File: config.mk
export PLATFORM = sky130hd
export DESIGN_NAME = split_join_nstack
export DESIGN_NICKNAME = d
export VERILOG_FILES = /design/src/rtl/split_join_nstack.sv
export SDC_FILE = /design/constraint.sdc
export NUM_CORES = 1
export LEC_CHECK = 0
export BUFFER_PORTS_ARGS = -buffer_cell sky130_fd_sc_hd__buf_2
export CAP_MARGIN = 25
export CORE_UTILIZATION = 45
export CTS_BUF_LIST = sky130_fd_sc_hd__clkbuf_4 sky130_fd_sc_hd__clkbuf_8
export DETAILED_ROUTE_END_ITERATION = 6
export SYNTH_ARGS = -nofsm -noshare
export SYNTH_HDL_FRONTEND = slang
export SYNTH_SLANG_ARGS = --single-unit
File: constraint.sdc
create_clock -name clk -period 6.35 [get_ports clk]
set_input_delay 0.9525 -clock clk [delete_from_list [all_inputs] [get_ports clk]]
set_output_delay 0.9525 -clock clk [all_outputs]
set_load 0.1 [all_outputs]
File: src/rtl/split_join_nstack.sv
// Per-warp IPDOM divergence stacks: one split or join per cycle, with registered
// join results under backpressure, overflow/underflow error pulses and per-warp flush.
module split_join_nstack #(
  parameter int NUM_WARPS   = 4,
  parameter int THREAD_CNT  = 4,
  parameter int PC_W        = 32,
  parameter int STACK_DEPTH = 3,
  parameter int NW_W        = (NUM_WARPS > 1) ? $clog2(NUM_WARPS) : 1,
  parameter int DEPTH_W     = $clog2(STACK_DEPTH + 1)
) (
  input  logic                         clk,
  input  logic                         reset_n,
  input  logic                         in_valid,
  output logic                         in_ready,
  input  logic [NW_W-1:0]              in_wid,
  input  logic                         split_valid,
  input  logic                         split_is_dvg,
  input  logic [THREAD_CNT-1:0]        split_then_tmask,
  input  logic [THREAD_CNT-1:0]        split_else_tmask,
  input  logic [PC_W-1:0]              split_next_pc,
  input  logic                         join_req,
  input  logic                         join_is_dvg_in,
  input  logic                         flush_valid,
  input  logic [NW_W-1:0]              flush_wid,
  output logic                         join_valid,
  input  logic                         join_ready,
  output logic                         join_is_dvg,
  output logic                         join_is_else,
  output logic [NW_W-1:0]              join_wid,
  output logic [THREAD_CNT-1:0]        join_tmask,
  output logic [PC_W-1:0]              join_pc,
  output logic                         err_overflow,
  output logic                         err_underflow,
  output logic [NUM_WARPS*DEPTH_W-1:0] depth_dbg
);

  logic [DEPTH_W-1:0]     depth      [NUM_WARPS];
  logic [STACK_DEPTH-1:0] else_taken [NUM_WARPS];

  // Join-entry PC is always zero, so only its mask is stored.
  logic [THREAD_CNT-1:0] join_mem [NUM_WARPS][STACK_DEPTH];
  logic [THREAD_CNT-1:0] else_mem [NUM_WARPS][STACK_DEPTH];
  logic [PC_W-1:0]       pc_mem   [NUM_WARPS][STACK_DEPTH];

  logic                  accept, do_split, do_join;
  logic                  push, overflow, stack_hit, underflow;
  logic [DEPTH_W-1:0]    cur_depth, top;
  logic                  top_taken;
  logic [THREAD_CNT-1:0] res_tmask;
  logic [PC_W-1:0]       res_pc;

  assign in_ready  = !join_valid || join_ready;
  assign accept    = in_valid && in_ready;
  assign cur_depth = depth[in_wid];
  assign top       = cur_depth - DEPTH_W'(1);
  assign top_taken = else_taken[in_wid][top];

  assign do_split  = accept && split_valid;
  assign do_join   = accept && join_req && !split_valid;
  assign push      = do_split && split_is_dvg && (cur_depth < DEPTH_W'(STACK_DEPTH));
  assign overflow  = do_split && split_is_dvg && !(cur_depth < DEPTH_W'(STACK_DEPTH));
  assign stack_hit = do_join && join_is_dvg_in && (cur_depth != '0);
  assign underflow = (do_join && join_is_dvg_in && (cur_depth == '0))
                   || (accept && split_valid && join_req);

  always_comb begin
    res_tmask = '0;
    res_pc    = '0;
    if (join_is_dvg_in) begin
      if (cur_depth == '0) begin
        res_tmask = '1;
      end else if (!top_taken) begin
        res_tmask = else_mem[in_wid][top];
        res_pc    = pc_mem[in_wid][top];
      end else begin
        res_tmask = join_mem[in_wid][top];
      end
    end
  end

  // Flush is written last so it overrides a same-warp push/pop in that cycle.
  always_ff @(posedge clk or negedge reset_n) begin
    if (!reset_n) begin
      for (int unsigned w = 0; w < NUM_WARPS; w++) begin
        depth[w]      <= '0;
        else_taken[w] <= '0;
      end
    end else begin
      if (push) begin
        depth[in_wid]                <= cur_depth + DEPTH_W'(1);
        else_taken[in_wid][cur_depth] <= 1'b0;
      end else if (stack_hit && !top_taken) begin
        else_taken[in_wid][top] <= 1'b1;
      end else if (stack_hit) begin
        depth[in_wid] <= top;
      end
      if (flush_valid) depth[flush_wid] <= '0;
    end
  end

  always_ff @(posedge clk) begin
    if (push) begin
      join_mem[in_wid][cur_depth] <= split_then_tmask | split_else_tmask;
      else_mem[in_wid][cur_depth] <= split_else_tmask;
      pc_mem[in_wid][cur_depth]   <= split_next_pc;
    end
  end

  always_ff @(posedge clk or negedge reset_n) begin
    if (!reset_n) begin
      join_valid    <= 1'b0;
      join_is_dvg   <= 1'b0;
      join_is_else  <= 1'b0;
      join_wid      <= '0;
      join_tmask    <= '0;
      join_pc       <= '0;
      err_overflow  <= 1'b0;
      err_underflow <= 1'b0;
    end else begin
      err_overflow  <= overflow;
      err_underflow <= underflow;
      if (do_join) begin
        join_valid   <= 1'b1;
        join_is_dvg  <= join_is_dvg_in;
        join_is_else <= stack_hit && !top_taken;
        join_wid     <= in_wid;
        join_tmask   <= res_tmask;
        join_pc      <= res_pc;
      end else if (join_ready) begin
        join_valid <= 1'b0;
      end
    end
  end

  always_comb begin
    depth_dbg = '0;
    for (int unsigned w = 0; w < NUM_WARPS; w++)
      depth_dbg[w*DEPTH_W +: DEPTH_W] = depth[w];
  end

endmodule

After elaboration in Yosys (flattened, before gate mapping)
Memory sizes are Yosys's and may differ from the RTL's.
Index checks and enable logic that the tools add are counted.
W data, S select, Z words.
- word-level logic and storage cells: 122
- memories kept: 3
- flip-flop bits (word level): 63
- output and inout port bits: 52
- memory bits (writable): 480
- input port bits: 53
- reduce and logical (&&, ||, !) cells: 27
- mux-type cells: 52
- bitwise logic cells: 10
- order comparisons: 12
- add/sub/neg operators: 2
- memory list (name ; depth ; bits a word ; rd ports ; clocked after Yosys merged registers in ; write ports ; line ; RTL):
    pc_mem ; 4 ; 96 ; 1 ; 0 ; 1 ; 43 ; logic [PC_W-1:0] pc_mem [NUM_WARPS][STACK_DEPTH];
    else_mem ; 4 ; 12 ; 1 ; 0 ; 1 ; 42 ; logic [THREAD_CNT-1:0] else_mem [NUM_WARPS][STACK_DEPTH];
    join_mem ; 4 ; 12 ; 1 ; 0 ; 1 ; 41 ; logic [THREAD_CNT-1:0] join_mem [NUM_WARPS][STACK_DEPTH];
- operators by type and width (kind ; number):
    $mux W32 ; 6
    $mux W96 ; 1
    $bmux W32 S2 ; 1
    $demux W32 S2 ; 1
    $mux W12 ; 3
    $mux W4 ; 8
    $mux W8 ; 4
    $logic_and A1 B1 Y1 ; 17
    $bmux W4 S2 ; 2
    $bwmux W8 ; 2
    $and A12 B12 Y12 ; 1
    $demux W3 S2 ; 2
    $ge A3 B3 Y1 const B ; 4
    $mux W3 ; 4
    $not A12 Y12 ; 1
    $not A2 Y3 ; 4
    $or A12 B12 Y12 ; 1
    $lt A3 B1 Y1 const B ; 3
    $and A8 B8 Y8 ; 1
    $demux W2 S2 ; 2
    $demux W4 S2 ; 1
    $mux W2 ; 4
    $not A8 Y8 ; 1
    $bmux W3 S2 ; 1
    other kinds (14) ; 28

Longest topological paths before layout
Gate-level depths: netlist of the first run.
- word-level depth: 14
- depth in mapped cells: 13
- gate-level depth less buffers: 9

Worst setup path before layout of the first run
Ideal clock, no wire load.
- path kind: input to register
- start: input in_wid[0]
- end: memory else_mem[0][0] (netlist name), enable pin
- required time: 5.912 ns
- setup time: 0.438 ns
- buffers on the path: 5
- slack: 0.804 ns
- arrival time: 5.109 ns
- stages on the path: 10
- cell sequence: buf_6 -> buf_4 -> buf_2 -> buf_2 -> mux4_2 -> ha_1 -> nor4bb_1 -> clkbuf_1 -> nand2_1 -> nor2_1
- longest elaborated chain between the ends: 10
- elaborated cells between the ends (all ways): 14
- those cells by class: 3 x order compare; 7 x mux; 2 x bitwise; 2 x reduce/logical
- RTL lines (what ; line ; RTL):
    start: declaration ; 15 ; input logic [NW_W-1:0] in_wid,
    $not A2 Y3 (implied by the code) ; 54 ; assign cur_depth = depth[in_wid];
    $bmux W2 S2 ; 54 ;
    $mux W2 (implied by the code) (2 in series) ; 54 ;
    $not A2 Y3 (implied by the code) ; 104 ; else_mem[in_wid][cur_depth] <= split_else_tmask;
    $ge A3 B3 Y1 (implied by the code) or $lt A3 B1 Y1 (tied branches) ; 104 ;
    $logic_and A1 B1 Y1 (implied by the code) ; 104 ;
    $mux W4 (implied by the code) ; 104 ;
    $demux W4 S2 ; 104 ;
    $mux W12 (implied by the code) ; 104 ;
    end: declaration ; 42 ;
Several ways; a longest one is shown, not always the timed one. The select of a mux whose other input is x is not followed.

Worst setup path after layout of the first run
- start: input in_wid[0]
- end: memory pc_mem[0][13] (netlist name), enable pin
- longest elaborated chain between the ends: 10
- elaborated cells between the ends (all ways): 14
- those cells by class: 3 x order compare; 7 x mux; 2 x bitwise; 2 x reduce/logical
- RTL lines (what ; line ; RTL):
    $not A2 Y3 (implied by the code) ; 54 ;
    $bmux W2 S2 ; 54 ;
    $mux W2 (implied by the code) (2 in series) ; 54 ;
    $not A2 Y3 (implied by the code) ; 105 ; pc_mem[in_wid][cur_depth] <= split_next_pc;
    $ge A3 B3 Y1 (implied by the code) or $lt A3 B1 Y1 (tied branches) ; 105 ;
    $logic_and A1 B1 Y1 (implied by the code) ; 105 ;
    $mux W32 (implied by the code) ; 105 ;
    $demux W32 S2 ; 105 ;
    $mux W96 (implied by the code) ; 105 ;
    end: declaration ; 43 ;
Several ways; a longest one is shown, not always the timed one. The select of a mux whose other input is x is not followed.

==> run_results.csv, run 1 <==
group,metric,value,unit
clock_network,cts_sinks,543,
place,gpl.final_weighted_congestion,0.7539,
global_routing,grt_pass1_vias,10980,
logic_synthesis,syn_nets,1061,
setup_path,startpoint_type,"input pin",
detailed_routing,wl_per_cell,24.96,um
global_routing,grt_overflow,0,
detailed_routing,drt-initial-drc-count,713,
place,dpl_worst_slack,1.375,ns
logic_synthesis,yosysSeqAreaShare,76.00,%
timing,setup_viol,0,
pwr,vdd_drop_max,0.0002219,V
clock_network,hold_buffers,0,
status,outcome,"completed",
detailed_routing,viasPerCell,5.639,
logic_synthesis,synth_seq_cells,543,
timing,fin_crit,4.216,ns
logic_synthesis,syn_area,0.02104,sq mm
global_routing,grt_max_degree,76,
logic_synthesis,yosys_warnings,0,
logic_synthesis,synthTopCellsByArea,"edfxtp_1 69%, mux4_2 13%, dfrtp_1 7.5%",
setup_path,crit_arrival,4.53,ns
timing,finalHoldViolations,0,
flow_run,maxCapViolations,0,
die,dieArea,0.04762,sq mm
final_layout,nets,1227,
pwr,power_density,317.1,mW/mm^2
timing,setup_tns,0,ns
timing,finalCritPeriodShare,66.39,%
timing,tightest_slew,0.9306,ns
final_layout,fin_util,52.65,%
final_layout,fillers,3592,
pwr,total_power,7.642,mW
setup_path,cp.required,6.67,ns
clock_network,clkTransAtPathRegs,0.06,ns
place,dpl_cell_area,0.02232,sq mm
clock_network,cts.repair.resized,0,
detailed_routing,drt_first_pass_iters,5,
setup_path,worstSetupEndpointType,"register",
die,ios,105,
clock_network,clock_latency,0.66,ns
timing,setup_ws,2.134,ns
final_layout,final_cell_area,0.02410,sq mm
place,port-buffer-count,104,
final_layout,synthToLayoutAreaGrowth,14.53,%
final_layout,layout_common_cells,"480 x edfxtp_1, 124 x mux4_2, 101 x buf_2",
clock_network,cts-buffers-inserted,88,
global_routing,grt_pass1_wl,69570,um
hold_path,hold_class,"input pin to async pin",
detailed_routing,wl,45960,um
clock_network,cts_max_level,3,
timing,rsz0062_at_grt,"no",
timing,maxSlewHeadroom,37.96,%
setup_path,crit_fanout,64,
logic_synthesis,synthCells,1003,
detailed_routing,final_antenna_net_count,0,
final_layout,drive_above_1_share,35.38,%
logic_synthesis,synth_top_area_share,68.51,%
detailed_routing,drc,0,
die,rows,78,
clock_network,post_cts_buffers,0,
detailed_routing,vias,10380,
logic_synthesis,syn_area_per_cell,20.98,sq um
timing,timing.fmax,237.2,MHz
die,start_util,45.97,%
clock_network,root_buffer,"clkbuf_8",
final_layout,final_common_cell,"edfxtp_1",
die,coreArea,0.04577,sq mm
die,die_x,218.2,um
timing,maxSlewViolCount,0,
global_routing,grt_use_total,20.07,%
clock_network,cts_tree,"built",
logic_synthesis,yosysTopAreaCell,"edfxtp_1",
timing,fin_worst_skew,0.02888,ns
clock_network,cts.path.max_buffers,3,
pwr,leakage,8.272,nW
global_routing,antenna_found_initial,4,
die,die_h,218.2,um
setup_path,crit_type,"input pin to register",
place,hpwl,26020,um
logic_synthesis,ys_types,44,
==> kinds of logic (layout without fill, tap and decap cells) <==
family	after synthesis	in the layout	synth area share (%)
fa+ha+maj	5	5	0.2973
buf+inv	70	305	1.570
simple gates	94	94	2.331
compound gates	114	114	3.919
flops	543	543	76.00
other cells	0	3	0
mux	177	177	15.88
==> layer usage <==
layer / wire length (um) / GRT usage (%)
met5: 12 / 0
met4: 1180 / 7.063
met3: 2136 / 4.175
met2: 22790 / 32.72
met1: 19840 / 26.82
==> area by class of cell <==
type / instances / area (sq um) / area share (%)
antenna: 3 / 7.507 / 0.03115
timing repair buffer: 133 / 833.3 / 3.458
multi-input combinational: 390 / 4750 / 19.71
clock buffer: 124 / 1538 / 6.381
clock inverter: 35 / 177.7 / 0.7373
inverter: 13 / 50.05 / 0.2077
sequential: 543 / 15990 / 66.36
tap: 600 / 750.7 / 3.115
==> registers in the layout, indices dropped and copies added, names as in the netlist <==
signal and cells:
depth_dbg 8, else_mem 48, else_taken 12, err_overflow 1, err_underflow 1, join_is_dvg 1
join_is_else 1, join_mem 48, join_pc 32, join_tmask 4, join_valid 1, join_wid 2
pc_mem 384
==> stage by stage <==
| step | std cells | hold WS, ns |
|---|---|---|
| 4_1_cts | 1836 | 0.4749 |
| 2_1_floorplan | 1003 | 0.4605 |
| 3_5_place_dp | 1677 | 0.4723 |
| 5_1_grt | 1841 | 0.1846 |
| 3_3_place_gp | 1677 | 0.4708 |
| 6_report | 1841 | 0.2013 |
==> power by group <==
group	internal, mW	switching [mW]	total [mW]	leakage, nW
clock network	1.57	1.36	2.92	0.910
logic	0.199	0.541	0.740	2.19
registers	3.95	0.0354	3.98	5.17
==> cells in the mapped netlist, drive strengths merged <==
library cell and instances:
clkbuf 30, mux2 9, a31oi 4, or3b 1, o31ai 4, nand4 2, buf 27, nor4bb 1
nand3b 2, nand2 16, nor2b 4, mux4 124, nor3b 3, edfxtp 480, or2 6, a221o 4
nand2b 6, a22o 32, nor2 9, o211a 1, and2 1, o21ai 49, o32ai 1, inv 13
o221a 4, ha 5, or3 1, dfrtp 63, mux2i 44, a21oi 6, a32o 8, nand3 42
o211ai 1
==> final timing paths <==
path                         startpoint            end  slack [ns]  cells past startpoint
max                           in_wid[0]  pc_mem[0][13]        2.13                     10
min                             reset_n    join_pc[30]        0.20                      1
max reg2reg                depth_dbg[0]  pc_mem[0][13]        2.67                      9
min reg2reg                join_is_else   join_is_else        0.49                      2
max in group asynchronous       reset_n     join_pc[7]        5.52                      2
min in group clk           join_is_else   join_is_else        0.49                      2
==> critical path: stages <==
cell and delay [ns]:
clkbuf_8 0.51, mux2_4 0.37, o21ai_4 0.26, clkinv_2 0.24, ha_1 0.26, nor4bb_1 0.31
buf_4 0.25, nand2_1 0.30, nor2_4 0.59, buf_4 0.39
(Power assumes the default switching activity.)
==> run 2: changes to the inputs <==
==> constraint.sdc (replaced) <==
create_clock -name clk -period 3.5 [get_ports clk]
set_input_delay 0.525 -clock clk [delete_from_list [all_inputs] [get_ports clk]]
set_output_delay 0.525 -clock clk [all_outputs]
set_load 0.1 [all_outputs]
==> run 2 against run 1 <==
Against the previous run: design area up 1.9%; global-route usage down 0.62 points; critical path depth down 1; die area unchanged; core utilization up 0.99 points; cell count up 0.81%; sequential cell count unchanged; sequential share of layout area down 1.2 points; clock power up 89%; worst hold slack worse by 0.022 ns; via count up 0.87%; register-to-register slack worse by 1.8 ns; largest cell class unchanged.
==> run_results.csv, run 2 (same netlist as run 1, synthesis figures left out) <==
group,metric,value,unit
global_routing,grt_pass1_wl,67840,um
detailed_routing,vias,10470,
place,gpl.final_weighted_congestion,0.7722,
timing,rsz0062_at_grt,"no",
detailed_routing,drt-initial-drc-count,847,
die,ios,105,
clock_network,clkTransAtPathRegs,0.05,ns
hold_path,hold_class,"input pin to register",
global_routing,met2_usage,30.06,%
setup_path,cp.required,4.06,ns
final_layout,layout_common_cells,"480 x edfxtp_1, 124 x mux4_2, 101 x buf_2",
place,port-buffer-count,104,
clock_network,cts_sinks,543,
clock_network,root_buffer,"clkbuf_8",
status,outcome,"completed",
final_layout,synthToLayoutAreaGrowth,16.68,%
die,die_h,218.2,um
detailed_routing,drc,0,
setup_path,crit_arrival,3.22,ns
global_routing,grt.met1_usage,27.86,%
timing,maxSlewViolCount,0,
setup_path,crit_type,"register to register",
die,die_x,218.2,um
die,start_util,45.97,%
final_layout,nets,1241,
setup_path,startpoint,"depth_dbg[0]",
setup_path,cp_slowest_cell,"dfrtp_2",
final_layout,fillers,3535,
pwr,vdd_drop_max,0.0002621,V
timing,setup_tns,0,ns
clock_network,cts.path.max_buffers,3,
setup_path,reg2reg_from,"depth_dbg[0]",
timing,tightest_slew,0.9288,ns
die,dieArea,0.04762,sq mm
die,rows,78,
clock_network,cts-buffers-inserted,88,
global_routing,grt_overflow,0,
place,dpl_cell_area,0.02270,sq mm
global_routing,busiest_layer,"met2",
detailed_routing,drt_first_pass_iters,5,
global_routing,gr-usage-met3,3.730,%
pwr,leakage,8.370,nW
flow_run,maxCapViolations,0,
timing,finalCritPeriodShare,75.99,%
setup_path,startpoint_type,"register",
clock_network,cts_tree,"built",
final_layout,largest_register_ffs,384,
detailed_routing,final_antenna_net_count,0,
global_routing,antenna_found_initial,2,
global_routing,grt_use_total,19.45,%
clock_network,clock_latency,0.65,ns
setup_path,crit_chain,"mux2_4 > o21ai_4 > clkinv_2 > buf_12 > mux2_4 > nand2_1 > o211a_4 > buf_12 > a22o_1",
setup_path,critPathMaxStageDelay,0.42,ns
hold_path,min-delay-start,"split_is_dvg",
detailed_routing,wl_per_cell,24.10,um
global_routing,grt_pass1_vias,10980,
final_layout,drive_above_1_share,37.42,%
die,coreArea,0.04577,sq mm
timing,timing.fmax,376.0,MHz
pwr,power_density,574.8,mW/mm^2
timing,maxSlewHeadroom,38.08,%
detailed_routing,wl,44730,um
timing,fin_worst_skew,0.03096,ns
setup_path,crit_family,"compound AO/OA/AOI/OAI gates",
setup_path,crit_fanout,75,
final_layout,diodes,0,
timing,fin_crit,2.660,ns
final_layout,final_cell_area,0.02455,sq mm
final_layout,top_register,"pc_mem",
setup_path,crit_buf_inv,3,
clock_network,cts_max_level,3,
detailed_routing,viasPerCell,5.642,
timing,setup_viol,0,
place,hpwl,24550,um
global_routing,grt_max_degree,76,
final_layout,final_common_cell,"edfxtp_1",
timing,finalHoldViolations,0,
setup_path,worstSetupEndpointType,"register",
final_layout,top_regs,"pc_mem x384, else_mem x48, join_mem x48",
run 2: cell types whose count changed in the layout (fill, tap and decap cells not counted), sizes merged:
cell         previous run  this run
clkbuf                125       139
buf                   132       145
clkinv                 29        17
clkinvlp                4        13
inv                    15         7
diode                   3         0
bufinv                  0         1
dlygate4sd3             0         1
run 2: area by class of cell:
| type | count | area [sq um] | area share [%] |
|---|---|---|---|
| clock buffer | 138 | 1649 | 6.717 |
| clock inverter | 25 | 166.4 | 0.6778 |
| sequential | 543 | 16000 | 65.15 |
| inverter | 13 | 80.08 | 0.3262 |
| timing repair buffer | 147 | 1121 | 4.567 |
| tap | 600 | 750.7 | 3.058 |
| multi-input combinational | 390 | 4787 | 19.50 |
run 2: worst paths after layout:
kind                                end  slack, ns  depth (start not counted)
max reg2reg                 join_pc[24]       0.84                          9
min reg2reg                join_is_else       0.48                          2
min                        err_overflow       0.18                          3
max                         join_pc[24]       0.84                          9
min in group asynchronous   join_pc[30]       0.29                          2
max in group asynchronous   join_pc[21]       2.60                          3
run 2: metrics by stage:
step	util, %	cells	power (mW)	worst slack, ns	hold WS, ns
3_5_place_dp	49.59	1691	8.733	0.5201	0.4624
4_1_cts	53.55	1854	14.27	0.8354	0.05872
6_report	53.64	1856	14.11	0.8405	0.1791
2_1_floorplan	-	1003	8.333	0.001224	0.2294
3_3_place_gp	49.59	1691	8.723	0.5297	0.4705
5_1_grt	53.64	1856	14.62	0.7174	0.1539
run 2: tightest hold or removal path: stages:
cell and delay (ns):
buf_2 0.11, nand4_1 0.10, nor2_1 0.05
run 2: repair_timing:
item / CTS / global route
hold buffers: 0 / 1
endpoints found under the hold margin: 0 / 11
buffers inserted: 0 / 0
endpoints found under the setup margin: 0 / 0
gates resized for setup: 0 / 0
run 2: power by group:
| group | leakage [nW] | switching, mW | internal, mW |
|---|---|---|---|
| Clock | 0.962 | 2.44 | 3.08 |
| Combinational | 2.24 | 0.996 | 0.384 |
| Sequential | 5.17 | 0.0543 | 7.16 |
run 2: routing by layer:
metal  wire, um  vias up
met4        781        4
met3       2566       63
met2      21060      318
met1      20300     5533
li1           -     4554
met5         28        -
